## src/rtl/pbs_battle_datapath_pkg.sv

```systemverilog
// -----------------------------------------------------------------------------
// pbs_pkg
// Shared definitions for the PBS battle datapath:
//   - step command one-hot encoding and its priority resolver
//   - internal step FSM state encoding
//   - 16-bit Fibonacci LFSR tap mask (taps 16,14,13,11)
//   - move power / accuracy tables and the hit-roll helper
// No ports; imported by the interface, the LFSR and the datapath top.
// -----------------------------------------------------------------------------
package pbs_pkg;

    // One-hot step commands. Bit 0 has the highest priority, bit 5 the lowest.
    typedef logic [5:0] cmd_t;

    localparam cmd_t CMD_NONE     = 6'b000000;
    localparam cmd_t CMD_LD_PM    = 6'b000001;
    localparam cmd_t CMD_CALC_PH  = 6'b000010;
    localparam cmd_t CMD_APPLY_AD = 6'b000100;
    localparam cmd_t CMD_LD_AM    = 6'b001000;
    localparam cmd_t CMD_CALC_AH  = 6'b010000;
    localparam cmd_t CMD_APPLY_PD = 6'b100000;

    // Step FSM. Non-apply steps: IDLE -> EXEC -> DONE -> IDLE.
    // Apply steps:              IDLE -> DRAIN (n cycles) -> DONE -> IDLE.
    typedef enum logic [1:0] {
        ST_IDLE  = 2'd0,
        ST_EXEC  = 2'd1,
        ST_DRAIN = 2'd2,
        ST_DONE  = 2'd3
    } state_t;

    // Taps 16,14,13,11 expressed as bit positions 15,13,12,10.
    localparam logic [15:0] LFSR_TAPS = 16'hB400;

    // Keep only the highest-priority (lowest index) asserted command.
    function automatic cmd_t cmd_priority(input cmd_t raw);
        return raw & (~raw + 6'd1);
    endfunction

    function automatic logic [7:0] move_power(input logic [1:0] mv);
        logic [7:0] p;
        p = 8'd10;
        case (mv)
            2'd0: p = 8'd10;
            2'd1: p = 8'd20;
            2'd2: p = 8'd35;
            2'd3: p = 8'd50;
            default: p = 8'd10;
        endcase
        return p;
    endfunction

    // Accuracy out of 256; move 0 (acc 256) can never miss.
    function automatic logic [8:0] move_acc(input logic [1:0] mv);
        logic [8:0] a;
        a = 9'd256;
        case (mv)
            2'd0: a = 9'd256;
            2'd1: a = 9'd192;
            2'd2: a = 9'd128;
            2'd3: a = 9'd64;
            default: a = 9'd256;
        endcase
        return a;
    endfunction

    function automatic logic roll_hit(input logic [7:0] rnd, input logic [1:0] mv);
        return ({1'b0, rnd} < move_acc(mv));
    endfunction

endpackage

```

## src/rtl/pbs_battle_datapath_if.sv

```systemverilog
// -----------------------------------------------------------------------------
// pbs_battle_datapath_if
// Command/status bundle between the PBS battle control FSM (master) and the
// battle datapath (slave).
//   master -> slave : start_battle, move_in[1:0], ld_pm, calc_ph, apply_ad,
//                     ld_am, calc_ah, apply_pd
//   slave -> master : step_done, player_hit, ai_hit, crit, player_hp[7:0],
//                     ai_hp[7:0], player_fainted, ai_fainted,
//                     dbg_state (step FSM), dbg_lfsr[15:0] (random source)
//
// Handshake: a command is a level held by the master for as long as it sits in
// the corresponding control state. The slave starts a step when the
// prioritised command is nonzero and differs from the one it last accepted,
// and answers with a one-cycle step_done pulse when the step completes. A
// command held past step_done is not re-executed; it must drop to zero (or
// change to another command) before the same step can run again.
// -----------------------------------------------------------------------------
interface pbs_battle_datapath_if;
    import pbs_pkg::*;

    logic        start_battle;
    logic [1:0]  move_in;
    logic        ld_pm;
    logic        calc_ph;
    logic        apply_ad;
    logic        ld_am;
    logic        calc_ah;
    logic        apply_pd;

    logic        step_done;
    logic        player_hit;
    logic        ai_hit;
    logic        crit;
    logic [7:0]  player_hp;
    logic [7:0]  ai_hp;
    logic        player_fainted;
    logic        ai_fainted;
    state_t      dbg_state;
    logic [15:0] dbg_lfsr;

    modport master (
        output start_battle, move_in, ld_pm, calc_ph, apply_ad,
               ld_am, calc_ah, apply_pd,
        input  step_done, player_hit, ai_hit, crit, player_hp, ai_hp,
               player_fainted, ai_fainted, dbg_state, dbg_lfsr
    );

    modport slave (
        input  start_battle, move_in, ld_pm, calc_ph, apply_ad,
               ld_am, calc_ah, apply_pd,
        output step_done, player_hit, ai_hit, crit, player_hp, ai_hp,
               player_fainted, ai_fainted, dbg_state, dbg_lfsr
    );

endinterface

```

## src/rtl/pbs_battle_datapath_lfsr.sv

```systemverilog
// -----------------------------------------------------------------------------
// pbs_lfsr16
// Free-running 16-bit Fibonacci LFSR (taps 16,14,13,11), advancing every clock.
//   clk    : clock
//   resetn : synchronous active-low reset, loads SEED
//   out    : current LFSR state
// SEED must be nonzero or the register locks up at zero.
// -----------------------------------------------------------------------------
module pbs_lfsr16
    import pbs_pkg::*;
#(
    parameter logic [15:0] SEED = 16'hACE1
) (
    input  logic        clk,
    input  logic        resetn,
    output logic [15:0] out
);

    always_ff @(posedge clk) begin
        if (!resetn) begin
            out <= SEED;
        end else begin
            out <= {out[14:0], ^(out & LFSR_TAPS)};
        end
    end

endmodule

```

## src/rtl/pbs_battle_datapath.sv

```systemverilog
// -----------------------------------------------------------------------------
// pbs_battle_datapath
// Executes the step commands of the PBS battle control FSM: move latch, hit
// roll and HP damage. Damage drains HP one point per clock so health bars
// animate.
//
// Ports:
//   clk    : clock, all state changes on posedge
//   resetn : synchronous active-low reset
//   bus    : pbs_battle_datapath_if.slave (commands in, status out)
//
// Parameters:
//   MAX_HP    : starting / restored HP of both fighters (1..255)
//   LFSR_SEED : LFSR reset value, nonzero
//
// Build option:
//   PBS_CRIT_HIT_EN : when defined, a hit with rnd[7:5]==0 deals double power
//                     and raises crit. Undefined: crit tied 0.
// -----------------------------------------------------------------------------
module pbs_battle_datapath
    import pbs_pkg::*;
#(
    parameter int          MAX_HP    = 100,
    parameter logic [15:0] LFSR_SEED = 16'hACE1
) (
    input  logic                  clk,
    input  logic                  resetn,
    pbs_battle_datapath_if.slave  bus
);

    localparam logic [7:0] HP_INIT = 8'(MAX_HP);

    // -------------------------------------------------------------------------
    // Random source
    // -------------------------------------------------------------------------
    logic [15:0] lfsr;
    logic [7:0]  rnd;

    pbs_lfsr16 #(.SEED(LFSR_SEED)) u_lfsr (
        .clk    (clk),
        .resetn (resetn),
        .out    (lfsr)
    );

    assign rnd = lfsr[7:0];

    // -------------------------------------------------------------------------
    // State
    // -------------------------------------------------------------------------
    state_t      state;
    state_t      state_next;
    cmd_t        raw_cmd;
    cmd_t        cmd;
    cmd_t        last_cmd;
    logic [1:0]  pmove;
    logic [1:0]  amove;
    logic [7:0]  dmg;
    logic [7:0]  dcnt;
    logic        drain_ai;      // 1: current drain targets the AI, 0: the player
    logic [7:0]  player_hp;
    logic [7:0]  ai_hp;
    logic        player_hit;
    logic        ai_hit;

    logic        step_start;
    logic        cmd_is_apply;
    logic [7:0]  tgt_hp;
    logic        drain_dec;

    logic [1:0]  roll_move;
    logic [7:0]  roll_power;
    logic        roll_hit_w;
    logic        roll_crit;
    logic [7:0]  roll_dmg;

    assign raw_cmd = {bus.apply_pd, bus.calc_ah, bus.ld_am,
                      bus.apply_ad, bus.calc_ph, bus.ld_pm};
    assign cmd     = cmd_priority(raw_cmd);

    // A held command is executed once: it must differ from the last accepted one.
    assign step_start   = (state == ST_IDLE) && !bus.start_battle &&
                          (cmd != CMD_NONE) && (cmd != last_cmd);
    assign cmd_is_apply = (cmd == CMD_APPLY_AD) || (cmd == CMD_APPLY_PD);

    assign tgt_hp    = drain_ai ? ai_hp : player_hp;
    assign drain_dec = (state == ST_DRAIN) && (dcnt != 8'd0) && (tgt_hp != 8'd0);

    // -------------------------------------------------------------------------
    // Hit roll (evaluated on the cycle a CALC step starts)
    // -------------------------------------------------------------------------
    always_comb begin
        roll_move  = (cmd == CMD_CALC_AH) ? amove : pmove;
        roll_power = move_power(roll_move);
        roll_hit_w = roll_hit(rnd, roll_move);
`ifdef PBS_CRIT_HIT_EN
        roll_crit  = roll_hit_w && (rnd[7:5] == 3'b000);
        // 2*power peaks at 100, so the shift cannot overflow 8 bits.
        roll_dmg   = roll_hit_w ? (roll_crit ? (roll_power << 1) : roll_power) : 8'd0;
`else
        roll_crit  = 1'b0;
        roll_dmg   = roll_hit_w ? roll_power : 8'd0;
`endif
    end

    // -------------------------------------------------------------------------
    // Step FSM
    // -------------------------------------------------------------------------
    always_ff @(posedge clk) begin
        if (!resetn) begin
            state <= ST_IDLE;
        end else begin
            state <= state_next;
        end
    end

    always_comb begin
        state_next = state;
        case (state)
            ST_IDLE: begin
                if (step_start) begin
                    state_next = cmd_is_apply ? ST_DRAIN : ST_EXEC;
                end
            end
            ST_EXEC: begin
                state_next = ST_DONE;
            end
            ST_DRAIN: begin
                // HP saturates at zero: a kill ends the drain early.
                if ((dcnt == 8'd0) || (tgt_hp == 8'd0)) begin
                    state_next = ST_DONE;
                end
            end
            ST_DONE: begin
                state_next = ST_IDLE;
            end
            default: begin
                state_next = ST_IDLE;
            end
        endcase
        // A new battle abandons whatever step is in flight.
        if (bus.start_battle) begin
            state_next = ST_IDLE;
        end
    end

    // -------------------------------------------------------------------------
    // Command edge tracking
    // -------------------------------------------------------------------------
    always_ff @(posedge clk) begin
        if (!resetn) begin
            last_cmd <= CMD_NONE;
        end else if (cmd == CMD_NONE) begin
            last_cmd <= CMD_NONE;
        end else if (step_start) begin
            last_cmd <= cmd;
        end
    end

    // -------------------------------------------------------------------------
    // Datapath registers
    // -------------------------------------------------------------------------
    always_ff @(posedge clk) begin
        if (!resetn) begin
            player_hp  <= HP_INIT;
            ai_hp      <= HP_INIT;
            player_hit <= 1'b0;
            ai_hit     <= 1'b0;
            pmove      <= 2'd0;
            amove      <= 2'd0;
            dmg        <= 8'd0;
            dcnt       <= 8'd0;
            drain_ai   <= 1'b0;
        end else if (bus.start_battle) begin
            player_hp  <= HP_INIT;
            ai_hp      <= HP_INIT;
            player_hit <= 1'b0;
            ai_hit     <= 1'b0;
            dmg        <= 8'd0;
            dcnt       <= 8'd0;
        end else begin
            if (step_start) begin
                case (cmd)
                    CMD_LD_PM: begin
                        pmove <= bus.move_in;
                    end
                    CMD_LD_AM: begin
                        amove <= lfsr[9:8];
                    end
                    CMD_CALC_PH: begin
                        player_hit <= roll_hit_w;
                        dmg        <= roll_dmg;
                    end
                    CMD_CALC_AH: begin
                        ai_hit <= roll_hit_w;
                        dmg    <= roll_dmg;
                    end
                    CMD_APPLY_AD: begin
                        dcnt     <= dmg;
                        drain_ai <= 1'b1;
                    end
                    CMD_APPLY_PD: begin
                        dcnt     <= dmg;
                        drain_ai <= 1'b0;
                    end
                    default: begin
                    end
                endcase
            end
            if (drain_dec) begin
                dcnt <= dcnt - 8'd1;
                if (drain_ai) begin
                    ai_hp <= ai_hp - 8'd1;
                end else begin
                    player_hp <= player_hp - 8'd1;
                end
            end
        end
    end

`ifdef PBS_CRIT_HIT_EN
    logic crit_q;

    // crit reflects the most recent CALC step, hit or miss.
    always_ff @(posedge clk) begin
        if (!resetn) begin
            crit_q <= 1'b0;
        end else if (bus.start_battle) begin
            crit_q <= 1'b0;
        end else if (step_start &&
                     ((cmd == CMD_CALC_PH) || (cmd == CMD_CALC_AH))) begin
            crit_q <= roll_crit;
        end
    end

    assign bus.crit = crit_q;
`else
    assign bus.crit = 1'b0;
`endif

    // -------------------------------------------------------------------------
    // Outputs
    // -------------------------------------------------------------------------
    assign bus.step_done      = (state == ST_DONE);
    assign bus.player_hit     = player_hit;
    assign bus.ai_hit         = ai_hit;
    assign bus.player_hp      = player_hp;
    assign bus.ai_hp          = ai_hp;
    assign bus.player_fainted = (player_hp == 8'd0);
    assign bus.ai_fainted     = (ai_hp == 8'd0);
    assign bus.dbg_state      = state;
    assign bus.dbg_lfsr       = lfsr;

endmodule
```

## src/flat_wrapper.sv

```systemverilog
// flat-port wrapper written by rule: the top's interface ports become plain ports
module pbs_battle_datapath_flat import pbs_pkg::*;
#(
    parameter int          MAX_HP    = 100,
    parameter logic [15:0] LFSR_SEED = 16'hACE1
)
  (clk, resetn, bus_start_battle, bus_move_in, bus_ld_pm, bus_calc_ph, bus_apply_ad, bus_ld_am, bus_calc_ah, bus_apply_pd, bus_step_done, bus_player_hit, bus_ai_hit, bus_crit, bus_player_hp, bus_ai_hp, bus_player_fainted, bus_ai_fainted, bus_dbg_state, bus_dbg_lfsr);
  pbs_battle_datapath_if bus_i ();
  input  logic clk;
  input  logic resetn;
  input wire logic [$bits(bus_i.start_battle)-1:0] bus_start_battle;
  input wire logic [$bits(bus_i.move_in)-1:0] bus_move_in;
  input wire logic [$bits(bus_i.ld_pm)-1:0] bus_ld_pm;
  input wire logic [$bits(bus_i.calc_ph)-1:0] bus_calc_ph;
  input wire logic [$bits(bus_i.apply_ad)-1:0] bus_apply_ad;
  input wire logic [$bits(bus_i.ld_am)-1:0] bus_ld_am;
  input wire logic [$bits(bus_i.calc_ah)-1:0] bus_calc_ah;
  input wire logic [$bits(bus_i.apply_pd)-1:0] bus_apply_pd;
  output wire logic [$bits(bus_i.step_done)-1:0] bus_step_done;
  output wire logic [$bits(bus_i.player_hit)-1:0] bus_player_hit;
  output wire logic [$bits(bus_i.ai_hit)-1:0] bus_ai_hit;
  output wire logic [$bits(bus_i.crit)-1:0] bus_crit;
  output wire logic [$bits(bus_i.player_hp)-1:0] bus_player_hp;
  output wire logic [$bits(bus_i.ai_hp)-1:0] bus_ai_hp;
  output wire logic [$bits(bus_i.player_fainted)-1:0] bus_player_fainted;
  output wire logic [$bits(bus_i.ai_fainted)-1:0] bus_ai_fainted;
  output wire logic [$bits(bus_i.dbg_state)-1:0] bus_dbg_state;
  output wire logic [$bits(bus_i.dbg_lfsr)-1:0] bus_dbg_lfsr;
  assign bus_i.start_battle = bus_start_battle;
  assign bus_i.move_in = bus_move_in;
  assign bus_i.ld_pm = bus_ld_pm;
  assign bus_i.calc_ph = bus_calc_ph;
  assign bus_i.apply_ad = bus_apply_ad;
  assign bus_i.ld_am = bus_ld_am;
  assign bus_i.calc_ah = bus_calc_ah;
  assign bus_i.apply_pd = bus_apply_pd;
  assign bus_step_done = bus_i.step_done;
  assign bus_player_hit = bus_i.player_hit;
  assign bus_ai_hit = bus_i.ai_hit;
  assign bus_crit = bus_i.crit;
  assign bus_player_hp = bus_i.player_hp;
  assign bus_ai_hp = bus_i.ai_hp;
  assign bus_player_fainted = bus_i.player_fainted;
  assign bus_ai_fainted = bus_i.ai_fainted;
  assign bus_dbg_state = bus_i.dbg_state;
  assign bus_dbg_lfsr = bus_i.dbg_lfsr;
  pbs_battle_datapath #(.MAX_HP(MAX_HP), .LFSR_SEED(LFSR_SEED)) u_core (.clk(clk), .resetn(resetn), .bus(bus_i));
endmodule
```

## config.mk

```make
export PLATFORM = sky130hd
export DESIGN_NAME = pbs_battle_datapath_flat
export DESIGN_NICKNAME = d
export VERILOG_FILES = /design/src/rtl/pbs_battle_datapath_pkg.sv /design/src/rtl/pbs_battle_datapath_if.sv /design/src/rtl/pbs_battle_datapath_lfsr.sv /design/src/rtl/pbs_battle_datapath.sv /design/src/flat_wrapper.sv
export SDC_FILE = /design/constraint.sdc
export NUM_CORES = 1
export LEC_CHECK = 0
export BUFFER_PORTS_ARGS = -buffer_cell sky130_fd_sc_hd__buf_2
export CORE_UTILIZATION = 25
export CTS_CLUSTER_SIZE = 28
export DETAILED_ROUTE_END_ITERATION = 10
export SKIP_LAST_GASP = 1
export SYNTH_ARGS = -nofsm -noshare
export SYNTH_HDL_FRONTEND = slang
export SYNTH_SLANG_ARGS = --single-unit
```

## constraint.sdc

```tcl
create_clock -name clk -period 2.78 [get_ports clk]
set_input_delay 0.556 -clock clk [delete_from_list [all_inputs] [get_ports clk]]
set_output_delay 0.556 -clock clk [all_outputs]
set_load 0.1 [all_outputs]
```

# ---- Yosys cells after proc, flatten, opt, wreduce, memory -nomap -nowiden
# Index checks and enable logic that the tools add are counted.
dict set report totals {
  reg_bits 63
  input_bits 11
  output_inout_bits 40
  wordCells 86
}
dict set report classes {
  add_sub_neg 4
  order_cmp 1
  eq_ne 15
  n_mux 13
  n_bitwise 5
  reduce_logical 36
}
# cell n
set op_table {}
lappend op_table {{$mux 8} 5}
lappend op_table {{$pmux 9 s4} 1}
lappend op_table {{$logic_not 8->1} 4}
lappend op_table {{$pmux 8 s4} 1}
lappend op_table {{$sub 8x1->8 const B} 3}
lappend op_table {{$reduce_bool 8->1} 2}
lappend op_table {{$reduce_xor 16->1} 1}
lappend op_table {{$reduce_and 2->1} 7}
lappend op_table {{$lt 8x9->1} 1}
lappend op_table {{$reduce_and 3->1} 3}
lappend op_table {{$eq 2x2->1 const B} 4}
lappend op_table {{$mux 2} 4}
lappend op_table {{$pmux 2 s4} 1}
lappend op_table {{$reduce_or 2->1} 4}
lappend op_table {{$add 6x1->6 const B} 1}
lappend op_table {{$and 6x6->6} 1}
lappend op_table {{$eq 6x1->1 const B} 1}
lappend op_table {{$eq 6x2->1 const B} 1}
lappend op_table {{$eq 6x3->1 const B} 1}
lappend op_table {{$eq 6x4->1 const B} 1}
lappend op_table {{$eq 6x5->1 const B} 1}
lappend op_table {{$eq 6x6->1 const B} 1}
lappend op_table {{$logic_not 6->1} 1}
lappend op_table {{$ne 6x6->1} 1}
lappend op_table {{other kinds (12)} 23}

# ---- Depth between registers and ports, before layout
# Gate-level depths: netlist of the first run.
dict set report depth {
  depth_word 9
  ltp_mapped 11
  depth_no_buf 10
}

# ---- Hierarchy
# From an unflattened synthesis of the first run, not the netlist that was laid out.
dict set report hier_totals {
  cells_unflattened 324
  hier_area_um2 2940.3
}
# mod n_inst cells_each area_per_inst_um2 seq_area_each_um2
set by_module_without_submodules {}
lappend by_module_without_submodules {pbs_battle_datapath 1 288 2488.6 900.9}
lappend by_module_without_submodules {pbs_lfsr16 1 36 451.7 320.3}

# ---- Worst setup path before layout of the first run
# No wires, ideal clock.
dict set report synth_path {
  path_kind {register -> output}
  start {register u_core.player_hp[3], in the netlist u_core.bus.player_hp[3]}
  end {output port bus_player_fainted}
  arrival_ps 4529
  required_ps 2224
  slack_ps -2305
  path_stages_with_launch 3
  path_buffers 0
  cell_sequence {dfxtp_1 -> or4_1 -> nor4b_1}
}
dict set report synth_between {
  elab_chain_cells 1
}
# element line_no
set synth_rtl {}
lappend synth_rtl {{start, declared} pbs_battle_datapath.sv:60} ;# logic [7:0] player_hp;
lappend synth_rtl {{start signal, assigned} pbs_battle_datapath.sv:214} ;# player_hp <= player_hp - 8'd1;
lappend synth_rtl {{$logic_not 8->1} pbs_battle_datapath.sv:248} ;# assign bus.player_fainted = (player_hp == 8'd0);
lappend synth_rtl {{end, declared} flat_wrapper.sv:25} ;# output wire logic [$bits(bus_i.player_fainted)-1:0] bus_player_fainted;
# No other way between the ends.

# ---- Worst setup path in the final report of the first run
# Ends and elaborated chain as after synthesis.

==> results of run 1 <==
## per-stage QoR
| stage | setup slack (ns) | power, mW | cell area, um^2 | TNS (ns) | util, % |
|---|---|---|---|---|---|
| finish | 0.2296 | 2.370 | 3806 | 0 | 33.33 |
| global route | 0.09258 | 2.477 | 3806 | 0 | 33.33 |
| CTS | 0.2110 | 2.408 | 3806 | 0 | 33.33 |
| detailed placement | -0.08456 | 1.279 | 3505 | -0.2372 | 30.69 |
| global placement | 0.005651 | 1.273 | 3505 | 0 | 30.69 |
| floorplan | -0.01498 | 1.200 | 2977 | -0.01498 | - |
## cell families (layout without fill, tap and decap cells)
group           after synthesis  after routing  synth area share, %
mux                           8              8                2.730
xor+xnor                     17             17                5.077
fa+ha+maj                    13             13                5.546
flops                        61             61                41.64
buf+inv                      32            104                4.693
other cells                   1              1               0.1279
compound gates               64             64                17.32
simple gates                123            123                22.87
## cell usage in the layout, fill, tap and decap left out, types with 3 or more instances in the layout
cell type | synthesis | final
dfxtp_1 | 61 | 55
buf_2 | 2 | 49
nand2_1 | 29 | 29
nor2_1 | 22 | 22
buf_4 | 2 | 20
inv_1 | 19 | 19
nand3_1 | 14 | 14
ha_1 | 13 | 13
a21oi_1 | 12 | 12
nand2b_1 | 11 | 11
xor2_1 | 9 | 9
o21ai_0 | 9 | 9
o31ai_1 | 9 | 9
clkbuf_16 | 0 | 9
and2_1 | 8 | 8
xnor2_1 | 8 | 8
mux2i_1 | 8 | 7
or4_1 | 7 | 7
dfxtp_2 | 0 | 6
nor2b_1 | 5 | 5
nor3_1 | 4 | 4
a211oi_1 | 4 | 4
a31oi_1 | 4 | 4
o211ai_1 | 4 | 4
nor4b_1 | 4 | 3
or3_1 | 3 | 3
o211ai_2 | 3 | 3
## final timing paths
check	from	endpoint	slack (ns)	depth (start not counted)
worst max-delay path	u_core.bus.player_hp[3]	bus_player_fainted	0.23	3
worst min-delay path	u_core.u_lfsr.out[4]	u_core.u_lfsr.out[5]	0.43	1
worst max register to register	u_core.dcnt[2]	u_core.bus.dbg_state[0]	0.38	6
worst min register to register	u_core.u_lfsr.out[4]	u_core.u_lfsr.out[5]	0.43	1
## report_power, final
group,internal [mW],switching [mW],total [mW],leakage (nW)
sequential,0.902,0.0177,0.919,0.498
clock,0.737,0.375,1.11,0.141
combinational,0.0863,0.253,0.339,0.864
## per-layer routing
layer / vias to the layer above / track usage (%) / part of all wire (%)
met4: 0 / 3.008 / 0.37
met2: 76 / 18.54 / 46
met1: 1145 / 14.86 / 47
met5: - / 0 / 0
li1: 1265 / - / -
met3: 2 / 4.527 / 6.8
## worst reg2reg max path, cell delays in order (launching register included)
cell and delay [ns]:
dfxtp_1 0.34, or4_1 0.64, o41ai_4 0.34, or3_1 0.38, o211ai_2 0.20, a211oi_1 0.27, a211oi_1 0.07
## state kept, by name, summed over array words and instances (netlist names)
| register | cells |
|---|---|
| u_core.amove | 2 |
| u_core.drain_ai | 1 |
| u_core.bus.player_hp | 8 |
| u_core.pmove | 2 |
| u_core.bus.ai_hit | 1 |
| u_core.bus.ai_hp | 8 |
| u_core.dmg | 6 |
| u_core.bus.player_hit | 1 |
| u_core.dcnt | 8 |
| u_core.last_cmd | 6 |
| u_core.u_lfsr.out | 16 |
| u_core.bus.dbg_state | 2 |
## cell type report
type | count | area [um^2] | area share [%]
multi-input cells | 226 | 1610 | 42.31
inverters | 19 | 71.32 | 1.874
clock inverters | 3 | 45.04 | 1.183
repair buffers | 70 | 415.4 | 10.91
clock buffers | 12 | 256.5 | 6.739
flip-flops and latches | 61 | 1229 | 32.28
well taps | 143 | 178.9 | 4.701
==> metrics.md, run 1 <==
| Metric | Value |
|---|---|
| Core ar. | approximately 0.011 mm^2 |
| Count of unique library cells instantiated by Yosys | 56 |
| CP Capture Type | output port |
| Detail Route Antenna Nets | 0 |
| # DRC | 0 |
| Filler cells | 1,216 |
| Die area | 0.01217 mm^2 |
| Die Ht | 110.3 um |
| Starting Density | between 20% and 30% |
| Clk sinks | around 60 |
| Minimum clock period | 2.550 ns |
| CP Class | reg -> out |
| Cells after Synth | 319 |
| Reg clk slew, reported paths | 0.05 ns |
| Die Width | between 100 and 150 um |
| Most instantiated cells after synthesis | dfxtp_1, nand2_1, nor2_1, inv_1, nand3_1 |
| Vias | 2,488 |
| Seq/Total Area, Yosys | 41.64% |
| Crit-path max FO | 6 |
| Number of global-route vias before repair | 2,408 |
| Top FF cell, synth | dfxtp_1 |
| GRT Overall Usage | 11.72% |
| Final hold viol count | 0 |
| Cell taking the most area after synthesis | dfxtp_1 |
| RSZ-0062 raised after global routing | false |
| Critical path's largest stage delay | ~0.63 ns |
| Initial antenna violation count | 0 |
| Routability cong. | between 0.8 and 0.9 |
| CTS tree | done |
| First-pass GRT wire length | 11.05 mm |
| N_diodes | 0 |
| Total CTS buffers | 9 |
| Run status | completed |
| LEAKAGE | 1.503 nW |
| Clock latency on the worst-skew pair | 0.32 ns |
| Post-Layout Cell Count | ~530 |
| Clock Path Buffers | 2 |
| Post-synth EDFFs | 0 |
| DR pass1 iterations | 4 |
| Worst vdd ir | between 0.4 and 0.5 mV |
| # placed instances | ~520 |
| Syn Std Cell Area | ~0.0029 mm^2 |
| Top achievable clock speed | slightly below 400 MHz |
| Slew margin rel. | 51.76% |
| Slowest cell on crit path | or4_1 |
| Initial DRC Count | 89 |
| Tcrit/Tclk final | 91.74% |
| Total wire length | 6.504 mm |
| Top cells by area, synth | dfxtp_1, ha_1, nand2_1 |
| Skew final | between 0.004 and 0.005 ns |
| Syn_nets | 343 |
| Least-Margin Pin Slew | about 0.72 ns |
| Via density | 4.659 |
| Layout cell share with drive strength beyond 1 | 27.11% |
| # hold bufs at CTS | 0 |
| Average wire per standard cell | ~12 um |
| Syn_area_per_cell | 9.194 um^2 |
| Port bufs | 49 |
| Max cap viols | 0 |
| Final nets | 411 |
| H-tree Lvls | 3 |
| Post-CTS setup buffer count | 0 |
| Final setup violation count | 0 |
| Critical Path Source Type | flip-flop |
| Final hold slack | ~0.43 ns |
| Grt ovf | 0 |
| Cell family with most CP delay | simple AND/OR/NAND/NOR gates |
| FP Rows | 39 |
| Detailed placement HPWL | roughly 4.8 mm |
| CTS root buf | clkbuf_16 |
| YS warnings | 0 |
| Most numerous cell in the Yosys netlist | dfxtp_1 |
| Crit-path cells | or4_1 -> nor4b_4 -> buf_2 |
| Post-CTS resize count | 0 |
| Post-synth top area share | 41.64% |
| Yosys reg bits | 61 |
| I/O pin cnt | 51 |
| Largest net degree at the start of global routing | 28 |
| Final Max Slew Viols | 0 |
| Worst min path class | reg -> reg |
| Async SR Flop Fraction | 0% |
| Crit path arrival time | ~2 ns |
| Worst EP required | 2.22 ns |
| Synth-to-Final Area Change | 29.78% |
| WP buf/inv | 1 |
| Pwr dens | between 600 and 700 mW/mm^2 |
(Power assumes the default switching activity.)
==> inputs of run 2 (changes only) <==
Settings changed: CORE_UTILIZATION 25 to 50, PLACE_DENSITY set to 0.75.
==> run 2 against run 1 <==
- design area is 6.6% lower
- worst hold slack better by 0.0093 ns
- final cell count is 14% lower
- first-iteration DRC count is 17% lower
- sequential share of layout area is 2.3 points higher
- clock power is 32% lower
- count of clock-buffer cells in the layout is 3 lower
- global-route usage is 9.1 points higher
- combinational power is 2% lower
- critical path type unchanged
- largest power group is now registers
- highest routed layer unchanged
==> metrics.md, run 2 (synthesized netlist as in run 1, its figures left out) <==
| Metric | Value |
|---|---|
| Starting Density | 52.62% |
| Run status | completed |
| Top achievable clock speed | a little under 400 MHz |
| CTS root buf | clkbuf_8 |
| Least-Margin Pin Slew | 0.7144 ns |
| WHS Path Cells | 1 |
| CTS tree | done |
| Number of global-route vias before repair | 2,288 |
| FP Rows | 27 |
| LEAKAGE | 1.420 nW |
| P_sw | between 0.6 and 0.7 mW |
| Slew margin rel. | 52.37% |
| Switch share | ~34% |
| Die Ht | 78.59 um |
| Crit-path cells | or4_1 -> nor4b_4 -> buf_2 |
| Largest net degree at the start of global routing | 28 |
| Worst vdd ir | between 0.4 and 0.5 mV |
| Core ar. | 0.005574 mm^2 |
| DR pass1 iterations | 4 |
| Final hold viol count | 0 |
| Worst min path class | reg -> reg |
| Critical Path Source Type | flip-flop |
| Clock latency on the worst-skew pair | 0.34 ns |
| Worst EP required | between 2 and 2.5 ns |
| Final nets | 405 |
| RSZ-0062 raised after global routing | false |
| Minimum clock period | about 2.6 ns |
| Total power | approximately 2.0 mW |
| RR Startpoint | u_core.dcnt[2] |
| Sequential power share | 45.6% |
| Max cap viols | 0 |
| Max reg flops | 16 |
| CP Class | reg -> out |
| N_diodes | 0 |
| Critical path's largest stage delay | ~0.65 ns |
| Finished layout cell area | 0.003553 mm^2 |
| First-pass GRT wire length | 10.04 mm |
| Die Width | 78.59 um |
| Average wire per standard cell | 13.31 um |
| Clock Path Buffers | 2 |
| Reg2Reg Depth | 6 |
| Detail Route Antenna Nets | 0 |
| Skew final | around 0.0082 ns |
| Routability cong. | 0.8040 |
| Final Max Slew Viols | 0 |
| Post-layout util | 63.75% |
| Reg clk slew, reported paths | about 0.080 ns |
| Die area | 0.006176 mm^2 |
| Crit path arrival time | 2.05 ns |
| Initial DRC Count | 74 |
| Layout cell share with drive strength beyond 1 | between 20% and 30% |
| I/O pin cnt | 51 |
| Worst R2R Setup Slack | approximately 0.29 ns |
| CP Capture Type | output port |
| Final setup margin | ~0.18 ns |
| Biggest register | u_core.u_lfsr.out |
| Min-delay src | u_core.u_lfsr.out[14] |
| Final hold slack | roughly 0.44 ns |
| Pre-CTS WS | -0.1032 ns |
| Clock network fraction of total power | around 38% |
| Slowest cell on crit path | or4_1 |
| Synth-to-Final Area Change | 21.16% |
| Grt ovf | 0 |
| Crit-path max FO | 6 |
| Detailed placement HPWL | 4.361 mm |
| Post-DP Area | 0.003358 mm^2 |
| Reg2reg end | u_core.bus.dbg_state[0] |
| Initial antenna violation count | 0 |
| Clk sinks | 61 |
| Vias | roughly 2,500 |
| Hold Path Sink | u_core.u_lfsr.out[15] |
| # DRC | 0 |
| Commonest non-fill, non-tap cell in the layout | dfxtp_1 |
| P_int | 1.326 mW |
| Total wire length | 6.096 mm |
| Total CTS buffers | 9 |
| H-tree Lvls | 3 |
| Final setup violation count | 0 |
| Port bufs | 49 |
| GRT Overall Usage | 20.86% |
| Pwr dens | approximately 570 mW/mm^2 |
| Via density | roughly 5.4 |
| Tcrit/Tclk final | 93.56% |
| Commonest non-fill, non-tap cells in the layout | dfxtp_1, buf_2, nand2_1 |
| Combinational power share | roughly 17% |
| Post-CTS setup buffer count | 0 |
==> run 2: cell count changes in the layout (fill, tap and decap cells not counted), sizes merged <==
cell / previous run / this run
bufinv: 1 / 0
clkinv: 0 / 1
clkbuf: 12 / 9
clkinvlp: 2 / 1
buf: 70 / 64
inv: 19 / 24
==> run 2: layer usage <==
layer	up-vias	routed length, um	track usage [%]
met3	6	201	4.884
met5	-	0	0
met2	47	2938	35.30
met1	1170	2885	24.86
met4	0	70	9.444
li1	1267	-	-
==> run 2: what timing repair did <==
action,4_1_cts,5_1_grt
hold buffers,0,0
setup endpoints to repair,0,1
gates resized for setup,0,1
==> run 2: worst max-delay path, delay by kind of cell (launching register included) <==
family,cells,cell delay (ns)
flops,1,0.35
simple gates,2,0.89
buf+inv,1,0.46
==> run 2: layout make-up <==
| type | instances | area, um^2 |
|---|---|---|
| fill | 478 | 2021 |
| multi-input combinational | 226 | 1617 |
| sequential | 61 | 1229 |
| timing repair buffer | 64 | 357.8 |
| clock buffer | 9 | 123.9 |
| tap | 72 | 90.09 |
| inverter | 19 | 71.32 |
| clock inverter | 7 | 65.06 |
==> run 2: worst max path at each step <==
stage	start	to	slack, ns	depth (start not counted)
finish	u_core.bus.player_hp[3]	bus_player_fainted	0.18	3
global route	bus_ld_am	u_core.bus.player_hit	0.02	11
CTS	u_core.bus.player_hp[3]	bus_player_fainted	0.16	3
detailed placement	bus_ld_am	u_core.bus.player_hit	-0.10	11
global placement	bus_calc_ph	u_core.pmove[0]	0.02	8
floorplan	u_core.bus.player_hp[3]	bus_player_fainted	-0.01	2
==> run 2: through the flow <==
stage               setup TNS (ns)  cells
finish                           0    458
global route                     0    458
CTS                              0    458
detailed placement         -0.2551    442
global placement                 0    442
floorplan                 -0.01498    319
==> run 2: power groups by stage <==
| stage | logic [mW] | clock network, mW | registers [mW] |
|---|---|---|---|
| 2_1_floorplan | 0.130 | 0 | 1.07 |
| 3_3_place_gp | 0.326 | 0 | 0.936 |
| 3_5_place_dp | 0.332 | 0 | 0.936 |
| 4_1_cts | 0.334 | 0.778 | 0.916 |
| 5_1_grt | 0.356 | 0.811 | 0.920 |
| 6_report | 0.333 | 0.759 | 0.916 |
==> inputs of run 3 (changes only) <==
Settings changed: CAP_MARGIN set to 10, SYNTH_HIERARCHICAL set to 1.
==> run 3 against run 2 <==
- wire length is 5.9% higher
- via count is 3.5% higher
- design area is 2.1% higher
- synthesized area is 0.26% higher
- sequential share of layout area is 0.80 points lower
- clock power is 2% higher
- global-route usage is 2.6 points higher
- highest routed layer unchanged
==> metrics.md, run 3 <==
| Metric | Value |
|---|---|
| Clock network fraction of total power | 38.0% |
| Layout cell share with drive strength beyond 1 | 28.14% |
| Clk sinks | ~60 |
| Post-synth top area share | 41.53% |
| CTS root buf | clkbuf_8 |
| Count of unique library cells instantiated by Yosys | 54 |
| DR pass1 iterations | 4 |
| Commonest non-fill, non-tap cell in the layout | dfxtp_1 |
| Setup_tns | 0 ns |
| Cells after Synth | 324 |
| Clock Path Buffers | 2 |
| Via density | 5.485 |
| Post-layout util | between 60% and 70% |
| WL met3 | 324 um |
| Minimum clock period | 2.484 ns |
| Clock latency on the worst-skew pair | 0.34 ns |
| Post-CTS resize count | 0 |
| Number of global-route vias before repair | 2,537 |
| Vias | ~2,600 |
| CTS tree | done |
| Largest family of logic cells by synthesized area | simple AND/OR/NAND/NOR gates |
| Post-synthesis simple-gate area fraction | 23.66% |
| Final Max Slew Viols | 0 |
| RR Startpoint | u_core/bus.ai_hp[2] |
| Post-CTS setup buffer count | 0 |
| # DRC | 0 |
| Starting Density | 52.75% |
| Top cells by area, synth | dfxtp_1, ha_1, nand2_1 |
| Top achievable clock speed | 402.5 MHz |
| Pre-CTS WS | -0.003666 ns |
| Detailed placement HPWL | between 4 and 5 mm |
| Reg clk slew, reported paths | around 0.07 ns |
| Routability cong. | 0.8183 |
| WL met2 | 3.051 mm |
| Skew final | roughly 0.005 ns |
| Initial DRC Count | ~110 |
| FP Rows | 27 |
| Slew margin rel. | 58.13% |
| Final setup violation count | 0 |
| Worst vdd ir | approximately 0.47 mV |
| Post-Layout Cell Count | 470 |
| RSZ-0062 raised after global routing | false |
| Cell taking the most area after synthesis | dfxtp_1 |
| Filler cells | approximately 450 |
| Post-synth EDFFs | 0 |
| Post-synthesis adder-cell area fraction | 6.383% |
| Worst min path class | reg -> reg |
| CP Capture Type | output port |
| Detail Route Antenna Nets | 0 |
| Total wire length | 6.455 mm |
| H-tree Lvls | 3 |
| Total power | 2.044 mW |
| LEAKAGE | 1.467 nW |
| DR top layer | met4 |
| Seq/Total Area, Yosys | 41.53% |
| Die Width | 78.69 um |
| P_int | between 1 and 1.5 mW |
| Critical Path Source Type | flip-flop |
| Crit-path max FO | 6 |
| # placed instances | 454 |
| Top FF cell, synth | dfxtp_1 |
| Die area | 0.006191 mm^2 |
| Pwr dens | about 560 mW/mm^2 |
| Async SR Flop Fraction | 0% |
| Core ar. | about 0.0056 mm^2 |
| Final hold viol count | 0 |
| Initial antenna violation count | 0 |
| Biggest register | u_core/u_lfsr/out |
| Combinational power share | 17.2% |
| Post-synthesis xor/xnor area fraction | 4.468% |
| Most numerous cell in the Yosys netlist | dfxtp_1 |
| Sequential power share | 44.9% |
| Commonest non-fill, non-tap cells in the layout | dfxtp_1, buf_2, nand2_1 |
| Crit path arrival time | between 1.5 and 2 ns |
| Final hold slack | 0.4367 ns |
| # hold bufs at CTS | 0 |
| Final setup margin | ~0.30 ns |
| Grt ovf | 0 |
| Syn Std Cell Area | 0.002940 mm^2 |
| Critical Path Start | u_core/bus.ai_hp[2] |
| Worst EP required | ~2.2 ns |
| Total CTS buffers | 9 |
| Run status | completed |
| Max cap viols | 0 |
| Met1 Routed Length | 3.012 mm |
| Syn_nets | 350 |
| Synth Area in Compound Gates | 16.26% |
| Synth-to-Final Area Change | 23.45% |
| Min-delay src | u_core/u_lfsr/out[5] |
| Largest net degree at the start of global routing | 22 |
| CP Class | reg -> out |
| Average wire per standard cell | roughly 14 um |
| Multiplexer share of the synthesized area | 2.766% |
| N_diodes | 0 |
| Most instantiated cells after synthesis | dfxtp_1, nand2_1, nor2_1 |
| Die Ht | 78.69 um |
| P_sw | 0.6146 mW |
| Switch share | a little under a third |
| Finished layout cell area | 0.003630 mm^2 |
| Syn_area_per_cell | 9.075 um^2 |
| Max reg flops | 16 |
| Tcrit/Tclk final | ~90% |
| Final nets | around 420 |
| First-pass GRT wire length | 11.25 mm |
| YS warnings | 6 |
| Least-Margin Pin Slew | 0.6265 ns |
| GRT Overall Usage | 23.41% |
| Yosys reg bits | 61 |
| Post-DP Area | ~0.0034 mm^2 |
| I/O pin cnt | between 50 and 60 |
| Port bufs | 49 |
==> run 3: path summary, 6_finish.rpt <==
| path | end | slack (ns) | cells past startpoint |
|---|---|---|---|
| worst min-delay path | u_core/u_lfsr/out[6] | 0.44 | 1 |
| worst max register to register | u_core/dcnt[2] | 0.40 | 5 |
| worst max-delay path | bus_ai_fainted | 0.30 | 3 |
| worst min register to register | u_core/u_lfsr/out[6] | 0.44 | 1 |
==> run 3: power by group through the flow <==
| stage | Clock, mW | Combinational (mW) | Sequential [mW] |
|---|---|---|---|
| floorplan | 0 | 0.137 | 1.07 |
| global placement | 0 | 0.344 | 0.935 |
| detailed placement | 0 | 0.350 | 0.936 |
| CTS | 0.803 | 0.351 | 0.917 |
| global route | 0.842 | 0.373 | 0.920 |
| finish | 0.776 | 0.351 | 0.917 |
==> run 3: layout make-up <==
type	count	area, um^2	area share (%)
sequential	61	1226	33.78
timing repair buffer	71	410.4	11.31
tap	72	90.09	2.482
clock buffer	12	145.1	3.999
multi-input combinational	233	1647	45.36
clock inverter	4	47.55	1.310
inverter	17	63.81	1.758
==> run 3: cells by family (layout without fill, tap and decap cells) <==
family / count (synthesis) / in the layout
multiplexers: 8 / 8
XOR/XNOR: 15 / 15
buffers and inverters: 30 / 104
AO/OA/AOI/OAI: 63 / 63
other: 1 / 1
adder cells (fa/ha/maj): 15 / 15
AND/OR/NAND/NOR: 131 / 131
flip-flops: 61 / 61
==> run 3: layer usage <==
metal,up-vias,global-route usage (%)
li1,1289,-
met1,1207,28.12
met2,76,38.70
met3,6,7.326
met4,0,9.074
met5,-,0
==> run 3: critical path, cell delays in order, from the launching register on <==
cell and delay (ns):
dfxtp_2 0.35, or4_4 0.58, nor4b_4 0.21, buf_2 0.46
